## src/rtl/inst_fetch_unit.sv

```systemverilog
// Instruction-fetch front end: owns imem, PC and program-load port, sequences IDLE -> RUN -> HALTED.
// Optional single-step issue gating is enabled by defining INST_FETCH_STEP_MODE_EN (adds the step port).
module inst_fetch_unit #(
    parameter int                 ADDR_W    = 5,
    parameter int                 INST_W    = 16,
    parameter logic [INST_W-1:0]  IDLE_INST = 16'hE000,
    parameter int                 CNT_W     = 16
) (
    input  logic              clk,
    input  logic              reset,
    input  logic              load_valid,
    output logic              load_ready,
    input  logic [ADDR_W-1:0] load_addr,
    input  logic [INST_W-1:0] load_data,
    input  logic              run,
`ifdef INST_FETCH_STEP_MODE_EN
    input  logic              step,
`endif
    input  logic [ADDR_W-1:0] next_inst_addr,
    input  logic              pc_branch,
    input  logic              halt,
    output logic [ADDR_W-1:0] curr_inst_addr,
    output logic [INST_W-1:0] curr_inst,
    output logic              running,
    output logic              done,
    output logic [CNT_W-1:0]  inst_count,
    output logic [CNT_W-1:0]  branch_count
);

    localparam int              DEPTH   = 1 << ADDR_W;
    localparam logic [CNT_W-1:0] CNT_MAX = '1;

    typedef enum logic [1:0] {S_IDLE, S_RUN, S_HALTED} state_t;

    logic [INST_W-1:0] imem [DEPTH];
    state_t            state_reg;
    logic [ADDR_W-1:0] pc_reg;
    logic              done_reg;
    logic [CNT_W-1:0]  inst_count_reg;
    logic [CNT_W-1:0]  branch_count_reg;

    logic step_ok;
    logic issue;
    logic load_fire;
    logic start;

`ifdef INST_FETCH_STEP_MODE_EN
    logic step_q_reg;

    // Edges seen outside RUN are dropped simply because issue also needs RUN.
    always_ff @(posedge clk) begin
        if (reset) begin
            step_q_reg <= 1'b0;
        end else begin
            step_q_reg <= step;
        end
    end

    assign step_ok = step && !step_q_reg;
`else
    assign step_ok = 1'b1;
`endif

    assign load_ready = (state_reg != S_RUN);
    assign load_fire  = load_valid && load_ready;
    assign start      = run && !load_fire && (state_reg != S_RUN);
    assign issue      = (state_reg == S_RUN) && step_ok;

    // Contents survive reset; only the write itself is blocked while reset is asserted.
    always_ff @(posedge clk) begin
        if (!reset && load_fire) begin
            imem[load_addr] <= load_data;
        end
    end

    always_ff @(posedge clk) begin
        if (reset) begin
            state_reg        <= S_IDLE;
            pc_reg           <= '0;
            done_reg         <= 1'b0;
            inst_count_reg   <= '0;
            branch_count_reg <= '0;
        end else begin
            done_reg <= 1'b0;
            case (state_reg)
                S_RUN: begin
                    if (issue) begin
                        pc_reg <= next_inst_addr;
                        if (inst_count_reg != CNT_MAX) begin
                            inst_count_reg <= inst_count_reg + CNT_W'(1);
                        end
                        if (pc_branch && (branch_count_reg != CNT_MAX)) begin
                            branch_count_reg <= branch_count_reg + CNT_W'(1);
                        end
                        // The halt word itself retires; pc keeps pointing at it.
                        if (halt) begin
                            state_reg <= S_HALTED;
                            pc_reg    <= pc_reg;
                            done_reg  <= 1'b1;
                        end
                    end
                end
                default: begin
                    if (start) begin
                        state_reg        <= S_RUN;
                        pc_reg           <= '0;
                        inst_count_reg   <= '0;
                        branch_count_reg <= '0;
                    end
                end
            endcase
        end
    end

    assign curr_inst_addr = pc_reg;
    assign curr_inst      = issue ? imem[pc_reg] : IDLE_INST;
    assign running        = (state_reg == S_RUN);
    assign done           = done_reg;
    assign inst_count     = inst_count_reg;
    assign branch_count   = branch_count_reg;

endmodule

```

## config.mk

```make
export PLATFORM = sky130hd
export DESIGN_NAME = inst_fetch_unit
export DESIGN_NICKNAME = d
export VERILOG_FILES = /design/src/rtl/inst_fetch_unit.sv
export SDC_FILE = /design/constraint.sdc
export NUM_CORES = 1
export LEC_CHECK = 0
export CAP_MARGIN = 20
export CORE_MARGIN = 3
export CORE_UTILIZATION = 55
export CTS_BUF_LIST = sky130_fd_sc_hd__clkbuf_2
export DETAILED_ROUTE_END_ITERATION = 10
export PLACE_DENSITY = 0.69
export SETUP_SLACK_MARGIN = 0.1
export SYNTH_ARGS = -nofsm -noshare
export SYNTH_HDL_FRONTEND = slang
export SYNTH_SLANG_ARGS = --single-unit
```

## constraint.sdc

```tcl
create_clock -name clk -period 2.7 [get_ports clk]
set_input_delay 0.405 -clock clk [delete_from_list [all_inputs] [get_ports clk]]
set_output_delay 0.405 -clock clk [all_outputs]
set_load 0.05 [all_outputs]
```

==> metrics.md <==
| Metric | Value |
|---|---|
| WL final | 51400 um |
| Internal power | 11900 uW |
| GRT overflow | 0 |
| Hold Crit Class | in2reg |
| Nets@finish | 1473 |
| CTS Root Cell | clkbuf_2 |
| Vias in the first global route | 12500 |
| GPL Wtd Cong | 0.837 |
| Antenna Nets Post-Route | 0 |
| Share of cells above drive strength 1 | 38.5% |
| Area delta synth->final | 22.2% |
| Fill count | 2617 |
| Initial DRC count | 1234 |
| Period utilisation layout | 130% |
| Area of the multi-input gates | 5640 um2 |
| Setup Skew | 0.0757 ns |
| Largest register FFs | 512 |
| Initial antenna violation count | 1 |
| Vias | 12300 |
| Io pins | 88 |
| Failing checks | negative setup slack |
| DR vias/cell | 5.99 |
| Switching power total | 3720 uW |
| Reg power frac | 60.4% |
| Initial Util | 55.9% |
| Max Root-Sink Buffers | 3 |
| Crit path kind | reg2out |
| PD cells | 590 nW/um2 |
| CP Capture Type | primary output |
| DRC viols | 0 |
| FFs w/ async S/R, synth | 0% |
| Cell taking the most area after synthesis | edfxtp_1 |
| FP Rows | 72 |
| Worst setup slack after layout | -0.799 ns |
| Post-synthesis register bit count | 557 |
| FF/Latch Area | 16300 um2 |
| Worst-Skew Late Latency | 1.07 ns |
| Syn avg cell area | 19.5 um2 |
| Post-Syn Instances | 1114 |
| Die H | 205 um |
| Data required, critical path | 2.30 ns |
| Comb power frac | 5.7% |
| CTS sink count | 557 |
| Worst-Margin Slew | 0.626 ns |
| Commonest cells post-synth | edfxtp_1 (512), mux4_2 (128), nand2_1 (66) |
| Buffers on Ports | 87 |
| Post-synth top flop | edfxtp_1 |
| Max-Cap Viols | 0 |
| Routed WL per cell | 25.1 um |
| Slew Limit Fails | 0 |
| Synth top area share | 70.8% |
| Gr usage total | 25.2% |
| Clock Power Share | 33.9% |
| Syn Nets | 1148 |
| Mapped Area | 21700 um2 |
| Yosys warning count | 0 |
| H-Tree Depth | 4 |
| Non-filler instance count after layout | 2048 |
| Slew Limit Headroom | 57.9% |
| Final setup vio count | 16 |
| DRT Pass-1 Iters | 6 |
| Placed insts | 1789 |
| Worst VDD drop | 0.000511 V |
| Final Total Pwr | 15600 uW |
| Final hold violations | 0 |
| Core area | 38800 um2 |
| Outcome | finished, violations left |
| Synth area leaders | edfxtp_1 (71%), mux4_2 (13%), dfxtp_1 (4.2%) |
| Unrepaired setup endpoints after global routing | yes |
| Chip width | 205 um |
| Critical path arrival | 3.09 ns |
| Switching share of total power | 23.8% |
| Post-synth EDFFs | 512 |
| TritonCTS clock tree | built |
| Post-synth cell types | 56 |
| HPWL Detailed | 30900 um |
| Clock transition at path regs | 0.10 ns |
| Crit path launch type | register |
| Fmax | 0.286 GHz |
| CP Max Fanout | 20 |
| CTS buffer count | 136 |
| Sequential-to-total area share from yosys stat | 75.0% |
| Final period demand of the worst path | 3.50 ns |
| Leak pwr | 0.00867 uW |
| Largest net degree at the start of global routing | 33 |
| Die area | 41900 um2 |
| Count leader, synth | edfxtp_1 |
| First-pass GRT wire length | 77200 um |
critical path, stage by stage (launching register included):
cell and delay [ns]:
dfxtp_4 0.44, buf_4 0.17, buf_12 0.18, mux4_2 0.53, o22ai_1 0.31, a2111oi_4 0.10, buf_4 0.17, buf_12 0.14
kinds of logic (layout without fill, tap and decap cells):
family	after synthesis	after routing	synth area share, %
flops	557	557	75.0
buf+inv	64	479	1.53
xor+xnor	3	3	0.121
mux	159	159	14.7
other cells	0	1	0
simple gates	216	216	4.78
compound gates	113	113	3.76
fa+ha+maj	2	2	0.115
stage by stage:
step	hold WS, ns	setup TNS, ns	area [um2]	util [%]	setup slack (ns)
after floorplan	0.432	-2.33	21800	-	-0.220
after global placement	0.442	0	24500	63.2	0.0371
after detailed placement	0.451	0	24500	63.2	0.0164
after CTS	0.00921	-12.95	26400	67.9	-0.877
after global routing	0.0329	-13.66	26500	68.3	-0.928
final	0.0929	-10.80	26500	68.3	-0.799
power groups by stage:
stage | clock network [uW] | registers (uW) | logic [uW]
2_1_floorplan | 0 | 9660 | 368
3_3_place_gp | 0 | 9650 | 773
3_5_place_dp | 0 | 9650 | 786
4_1_cts | 5440 | 9450 | 876
5_1_grt | 5890 | 9450 | 947
6_report | 5290 | 9450 | 895
path summary, 6_finish.rpt:
path	start	to	slack, ns	cells after the start
max	register	curr_inst[2]	-0.80	7
min reg2reg	state_reg[1]	state_reg[1]	0.47	2
max reg2reg	inst_count[0]	inst_count[0]	0.27	6
min	next_inst_addr[4]	register	0.09	3
metal layers:
metal | share of wire (%) | wire, um | vias to the layer above | track usage (%)
met2 | 49 | 25000 | 573 | 39.9
met1 | 41 | 20900 | 6249 | 35.5
met5 | 0 | 0 | - | 0
li1 | - | - | 5340 | -
met4 | 2.4 | 1210 | 0 | 8.95
met3 | 8.4 | 4300 | 102 | 5.29
repair_timing:
item / CTS / global route
hold buffers: 3 / 0
endpoints found under the setup margin: 56 / 21
pin swaps: 22 / 6
gates cloned: 3 / 1
setup buffers: 22 / 3
endpoints found under the hold margin: 5 / 0
gates resized for setup: 128 / 19
layout by cell type (no fill, tap or decap), types with 7 or more instances in the layout:
| master | instances |
|---|---|
| buf_4 | 94 |
| a2111oi_4 | 13 |
| dfxtp_1 | 41 |
| nand2_1 | 64 |
| mux2i_2 | 7 |
| or3_1 | 7 |
| clkdlybuf4s50_1 | 31 |
| mux4_2 | 128 |
| nand3_1 | 21 |
| buf_12 | 48 |
| clkbuf_2 | 195 |
| a21oi_1 | 13 |
| mux2i_1 | 20 |
| edfxtp_1 | 512 |
| o2111a_2 | 13 |
| clkinv_1 | 19 |
| buf_6 | 20 |
| nand4_1 | 8 |
| nand3b_1 | 9 |
| dlygate4sd2_1 | 35 |
| o21ai_0 | 17 |
| inv_1 | 8 |
| o22ai_2 | 13 |
| nor2_2 | 7 |
| nor2_1 | 55 |
| o22ai_1 | 10 |
| nor3_1 | 7 |
| clkinv_2 | 7 |
area by class of cell:
cell class                      instances  area share [%]
Clock buffer                          195            3.68
Timing Repair Buffer                  242            10.4
Multi-Input combinational cell        493            21.3
Clock inverter                         33           0.694
Inverter                                9           0.132
Antenna cell                            1         0.00944
Tap cell                              518            2.44
Sequential cell                       557            61.4
Power figures use the tool's default switching activity.
